==> config.mk <==
export PLATFORM = sky130hd
export DESIGN_NAME = lsu_mem_ctrl
export DESIGN_NICKNAME = d
export VERILOG_FILES = /design/src/rtl/lsu_pkg.sv /design/src/rtl/lsu_mem_ctrl_align.sv /design/src/rtl/lsu_mem_ctrl.sv
export SDC_FILE = /design/constraint.sdc
export NUM_CORES = 1
export LEC_CHECK = 0
export CAP_MARGIN = 20
export CORE_ASPECT_RATIO = 0.75
export CORE_MARGIN = 4
export CORE_UTILIZATION = 31
export DETAILED_ROUTE_END_ITERATION = 16
export DONT_BUFFER_PORTS = 1
export PLACE_DENSITY = 0.58
export SETUP_SLACK_MARGIN = 0.15
export SYNTH_ARGS = -nofsm -noshare
export SYNTH_HDL_FRONTEND = slang
export SYNTH_HIERARCHICAL = 1
export SYNTH_SLANG_ARGS = --single-unit
==> constraint.sdc <==
create_clock -name clk -period 4.3 [get_ports clk]
set_input_delay 0.86 -clock clk [delete_from_list [all_inputs] [get_ports clk]]
set_output_delay 0.86 -clock clk [all_outputs]
set_load 0.02 [all_outputs]
==> src/rtl/lsu_pkg.sv <==
// Shared definitions for the load/store controller: funct3 codes, FSM encoding and
// the alignment rule applied at request acceptance.
package lsu_pkg;

  localparam logic [2:0] F3_B  = 3'b000;
  localparam logic [2:0] F3_H  = 3'b001;
  localparam logic [2:0] F3_W  = 3'b010;
  localparam logic [2:0] F3_BU = 3'b100;
  localparam logic [2:0] F3_HU = 3'b101;

  typedef enum logic [1:0] {
    StIdle    = 2'b00,
    StAccess  = 2'b01,
    StMergeWr = 2'b10,
    StDone    = 2'b11
  } lsu_state_e;

  // Undefined width codes are rejected the same way as misaligned addresses.
  function automatic logic is_misaligned(input logic [2:0] funct3, input logic [1:0] addr_lo);
    logic mis;
    case (funct3)
      F3_B, F3_BU: mis = 1'b0;
      F3_H, F3_HU: mis = addr_lo[0];
      F3_W:        mis = (addr_lo != 2'b00);
      default:     mis = 1'b1;
    endcase
    return mis;
  endfunction

endpackage

==> src/rtl/lsu_mem_ctrl_align.sv <==
// Combinational lane logic: load byte/half selection with extension, and the
// byte/half merge that turns a sub-word store into a whole-word write.
module lsu_align
  import lsu_pkg::*;
(
  input  logic [2:0]  funct3,
  input  logic [1:0]  addr_lo,
  input  logic [31:0] rd_word,
  input  logic [31:0] merge_word,
  input  logic [31:0] wdata,
  output logic [31:0] load_data,
  output logic [31:0] store_data
);

  logic [7:0]  ld_byte;
  logic [15:0] ld_half;

  assign ld_byte = rd_word[{addr_lo, 3'b000} +: 8];
  assign ld_half = addr_lo[1] ? rd_word[31:16] : rd_word[15:0];

  always_comb begin
    load_data = rd_word;
    case (funct3)
      F3_B:    load_data = {{24{ld_byte[7]}}, ld_byte};
      F3_BU:   load_data = {24'h000000, ld_byte};
      F3_H:    load_data = {{16{ld_half[15]}}, ld_half};
      F3_HU:   load_data = {16'h0000, ld_half};
      default: load_data = rd_word;
    endcase
  end

  // funct3[1:0] alone picks the store width; the sign bit has no meaning for stores.
  always_comb begin
    store_data = merge_word;
    case (funct3[1:0])
      2'b00: store_data[{addr_lo, 3'b000} +: 8] = wdata[7:0];
      2'b01: begin
        if (addr_lo[1]) store_data[31:16] = wdata[15:0];
        else            store_data[15:0]  = wdata[15:0];
      end
      default: store_data = wdata;
    endcase
  end

endmodule

==> src/rtl/lsu_mem_ctrl.sv <==
// Load/store controller in front of a word-addressed memory: one request per
// transaction, sub-word stores done as read-modify-write, misaligned requests rejected.
module lsu_mem_ctrl
  import lsu_pkg::*;
#(
  parameter int unsigned DATA_WIDTH = 32,
  parameter int unsigned ADDR_WIDTH = 32
) (
  input  logic                  clk,
  input  logic                  rst,
  input  logic                  req_valid,
  output logic                  req_ready,
  input  logic                  req_we,
  input  logic [2:0]            req_funct3,
  input  logic [ADDR_WIDTH-1:0] req_addr,
  input  logic [DATA_WIDTH-1:0] req_wdata,
  output logic                  resp_valid,
  input  logic                  resp_ready,
  output logic [DATA_WIDTH-1:0] resp_rdata,
  output logic                  resp_err,
  output logic [ADDR_WIDTH-1:0] mem_addr,
  output logic                  mem_wr_en,
  output logic [DATA_WIDTH-1:0] mem_wr_data,
  input  logic [DATA_WIDTH-1:0] mem_rd_data
);

  lsu_state_e            state_q, state_d;
  logic                  we_q;
  logic [2:0]            funct3_q;
  logic [1:0]            addr_lo_q;
  logic [DATA_WIDTH-1:0] wdata_q;
  logic [DATA_WIDTH-1:0] merge_q;
  logic [DATA_WIDTH-1:0] rdata_q;
  logic                  err_q;
  logic [ADDR_WIDTH-1:0] mem_addr_q;
  logic                  req_mis;
  logic [31:0]           load_data;
  logic [31:0]           store_data;

  assign req_mis = is_misaligned(req_funct3, req_addr[1:0]);

  lsu_align u_align (
    .funct3     (funct3_q),
    .addr_lo    (addr_lo_q),
    .rd_word    (mem_rd_data),
    .merge_word (merge_q),
    .wdata      (wdata_q),
    .load_data  (load_data),
    .store_data (store_data)
  );

  always_ff @(posedge clk or posedge rst) begin
    if (rst) state_q <= StIdle;
    else     state_q <= state_d;
  end

  always_comb begin
    state_d     = state_q;
    req_ready   = 1'b0;
    resp_valid  = 1'b0;
    mem_wr_en   = 1'b0;
    mem_wr_data = '0;
    case (state_q)
      StIdle: begin
        req_ready = 1'b1;
        if (req_valid) state_d = req_mis ? StDone : StAccess;
      end
      StAccess: begin
        if (we_q && funct3_q == F3_W) begin
          mem_wr_en   = 1'b1;
          mem_wr_data = wdata_q;
          state_d     = StDone;
        end else if (we_q) begin
          state_d = StMergeWr;
        end else begin
          state_d = StDone;
        end
      end
      StMergeWr: begin
        mem_wr_en   = 1'b1;
        mem_wr_data = store_data;
        state_d     = StDone;
      end
      StDone: begin
        resp_valid = 1'b1;
        if (resp_ready) state_d = StIdle;
      end
      default: state_d = StIdle;
    endcase
  end

  // mem_addr only moves for requests that will really touch memory.
  always_ff @(posedge clk or posedge rst) begin
    if (rst) begin
      we_q       <= 1'b0;
      funct3_q   <= 3'b000;
      addr_lo_q  <= 2'b00;
      wdata_q    <= '0;
      merge_q    <= '0;
      rdata_q    <= '0;
      err_q      <= 1'b0;
      mem_addr_q <= '0;
    end else begin
      if (state_q == StIdle && req_valid) begin
        we_q      <= req_we;
        funct3_q  <= req_funct3;
        addr_lo_q <= req_addr[1:0];
        wdata_q   <= req_wdata;
        err_q     <= req_mis;
        rdata_q   <= '0;
        if (!req_mis) mem_addr_q <= {req_addr[ADDR_WIDTH-1:2], 2'b00};
      end
      if (state_q == StAccess) begin
        if (!we_q) rdata_q <= load_data;
        else       merge_q <= mem_rd_data;
      end
    end
  end

  assign mem_addr   = mem_addr_q;
  assign resp_rdata = rdata_q;
  assign resp_err   = err_q;

endmodule

==> flow_summary.json <==
{
  "synth-edff-count": 0,
  "grt_antenna_before_repair": 3,
  "grt_overflow": 0,
  "ff2ff_path_depth": 5,
  "gp_congestion": 0.834,
  "totalWireLength_um": 22800,
  "vias": 5328,
  "die_width_um": 186,
  "cts_made_buffers": 17,
  "finalSetupViolCount": 0,
  "detail_route.wl_per_cell_um": 25.0,
  "yosys.area.top_type_share_pct": 45.8,
  "syn_area_per_cell_um2": 11.9,
  "critical_path_class": "reg -> out",
  "initial_utilization_pct": 31.8,
  "m1WireLength_um": 9040,
  "drc_errors": 0,
  "drt_iter0_drc": 430,
  "outcome": "finished, final reports clean",
  "irDropWorstVdd_v": 0.000321,
  "cp.required_ps": 3440,
  "slew_headroom_pct": 40.2,
  "fin_nets": 712,
  "wl_met3_um": 3150,
  "dr.max_layer_used": "met5",
  "crit_path_end": "mem_wr_data[10]",
  "worst_slew_pin_slew_ps": 895,
  "clkTransAtPathRegs_ps": 50,
  "synth_cell_types": 52,
  "cap_violations": 0,
  "cts_sinks": 135,
  "ant_nets": 0,
  "area_growth_syn_to_layout_pct": 11.1,
  "grt_pass1_vias": 5504,
  "synth_area_leaders": "dfrtp_1 (46%), mux2_2 (12%), a22o_1 (8.4%), mux2_4 (6.3%), o221ai_1 (3.1%)",
  "grt_pass1_wl_um": 34300,
  "r2r-start": "funct3_q[1]",
  "multi_input_area_um2": 3600,
  "htreeDepth": 4,
  "place_ws_ps": 761,
  "antenna_cells": 0,
  "synth_warnings": 6,
  "placed_cells_incl_taps": 879,
  "start_kind": "flop",
  "rsz0062_at_grt": "false",
  "max_freq_mhz": 263,
  "layout_setup_ws_ps": 504,
  "fin_cells": 911,
  "ys_seq_elements": 135,
  "synthCells": 617,
  "period_minus_slack_ps": 3800,
  "fillers": 2281,
  "skew_ps": 7.20,
  "hpwl_um": 17100,
  "regToRegSetupSlack_ps": 1800,
  "die_area_um2": 26300,
  "hold_buffers": 0,
  "clock_latency_ps": 430,
  "clockRootBuffer": "clkbuf_16",
  "tns_ps": 0,
  "cts_tree": "built",
  "arrival_ps": 2940,
  "avgViaCountPerCell": 5.85,
  "met2_length_um": 10300,
  "rows": 48,
  "die_y_um": 142,
  "drive_gt1_share_pct": 28.2,
  "track_usage_pct": 17.1,
  "power_density_nw_per_um2": 927,
  "seq_area_frac_synth_pct": 45.8,
  "critPathLaunch": "addr_lo_q[1]",
  "p_leak_uw": 0.00358,
  "core-area_um2": 23200,
  "period_share_pct": 88.3,
  "slew_viol_final": 0,
  "hp-class": "in -> async",
  "cp_max_fo": 19,
  "final-hold-violation-count": 0,
  "grt_max_degree": 56,
  "first_pass_iters": 5,
  "cts_max_path_buffers": 2,
  "synthFlopType": "dfrtp_1",
  "r2r_end": "resp_rdata[10]",
  "syn_area_um2": 7370,
  "critPathCaptureType": "primary output",
  "numPortBuffers": 0,
  "ios": 204,
  "yosysTopAreaCell": "dfrtp_1",
  "synthArstFlopShare_pct": 100,
  "seq_area_um2": 3380
}
## per-layer routing
layer | vias to the layer above | track usage (%)
met5 | - | 0
met4 | 6 | 4.06
met1 | 2679 | 21.3
met3 | 31 | 9.17
met2 | 304 | 26.2
li1 | 2308 | -
## worst max-delay path: stages, from the launching register on
cell and delay, ps:
dfrtp_2 540, inv_2 250, ha_1 180, nor2b_1 530, and4_1 500, a221o_1 210, a22o_1 310
## synthesized netlist by cell type, types with 2 or more instances
library cell and n:
mux2_4 31, o221ai_1 26, mux2_2 76, o221ai_2 4, nor4b_1 8, mux2i_1 10, buf_2 23, o31a_1 2
o21ai_0 3, o22ai_1 19, a22oi_1 13, buf_4 8, a22o_1 71, and2_1 3, and3b_1 2, ha_1 10
inv_2 3, clkbuf_1 12, a221o_1 8, dfrtp_1 135, inv_1 19, a2bb2oi_1 2, a21oi_1 10, nand2b_1 2
nand2_1 44, mux4_2 2, buf_1 2, buf_6 8, a31oi_1 3, and4_1 2, nor2b_1 16, nor2_1 20
## through the flow
stage               cell area [um^2]  hold WS, ps  util (%)  power [uW]
floorplan                       7380          471         -        5280
global placement                7560          492      32.6        5930
detailed placement              7560          491      32.6        6040
CTS                             8180          495      35.3        7620
global route                    8190          517      35.3        8050
finish                          8190          487      35.3        7590
## sequential cells by signal, summed over array words and instances, names as in the netlist
signal	cells
merge_q	32
resp_rdata	32
wdata_q	32
mem_addr	30
funct3_q	3
addr_lo_q	2
state_q	2
resp_err	1
we_q	1
## cell usage in the layout (no fill, tap or decap), types with 2 or more instances in the layout
master / count
a31oi_1: 3
nor2b_1: 15
mux2i_1: 10
clkinvlp_4: 2
mux2_4: 31
nand2_1: 44
nor4b_1: 8
a22oi_1: 13
nor2_1: 19
o31a_1: 2
clkinv_2: 2
o221ai_1: 26
buf_4: 13
clkbuf_8: 4
bufinv_16: 3
conb_1: 2
a221o_1: 8
mux4_2: 2
o221ai_2: 4
and3b_1: 2
a2bb2oi_1: 2
mux2_2: 76
a21oi_1: 10
a22o_1: 71
clkbuf_16: 17
clkinv_4: 3
nand2b_1: 2
o21ai_0: 3
dfrtp_1: 134
and2_1: 2
o22ai_1: 19
ha_1: 10
inv_2: 3
inv_1: 18
and4_1: 2
## timing repair
| item | CTS | global route |
|---|---|---|
| setup endpoints to repair | 0 | 7 |
| gates resized for setup | 0 | 1 |
| buffers inserted | 0 | 0 |
## layout make-up
cell class	count	share of cell area, %
Clock buffer	22	5.92
Clock inverter	10	1.74
Inverter	22	1.05
Multi-Input combinational cell	408	44.0
Sequential cell	135	41.3
Tap cell	300	4.59
Timing Repair Buffer	14	1.44
## power by group
part,internal (uW),leakage (uW),switching (uW)
sequential,1890,0.00164,975
clock,976,0.000307,567
combinational,1490,0.00163,1690
## cells by family (layout without fill, tap and decap cells)
| group | after synthesis | in the layout | synth area share [%] |
|---|---|---|---|
| AO/OA/AOI/OAI | 171 | 171 | 19.4 |
| adder cells (fa/ha/maj) | 10 | 10 | 1.70 |
| buffers and inverters | 75 | 68 | 5.43 |
| flip-flops | 135 | 135 | 45.8 |
| multiplexers | 120 | 120 | 20.1 |
| other | 1 | 2 | 0.0509 |
| AND/OR/NAND/NOR | 105 | 105 | 7.45 |
## worst min-delay path by stage
stage | from | endpoint | slack (ps)
3_5_place_dp | merge_q[10] | merge_q[10] | 490
4_1_cts | rst | wdata_q[2] | 500
5_1_grt | merge_q[10] | merge_q[10] | 520
6_report | rst | resp_rdata[18] | 490
3_3_place_gp | merge_q[12] | merge_q[12] | 490
2_1_floorplan | merge_q[11] | merge_q[11] | 470
Note: power is estimated with default switching activity, not from simulation.
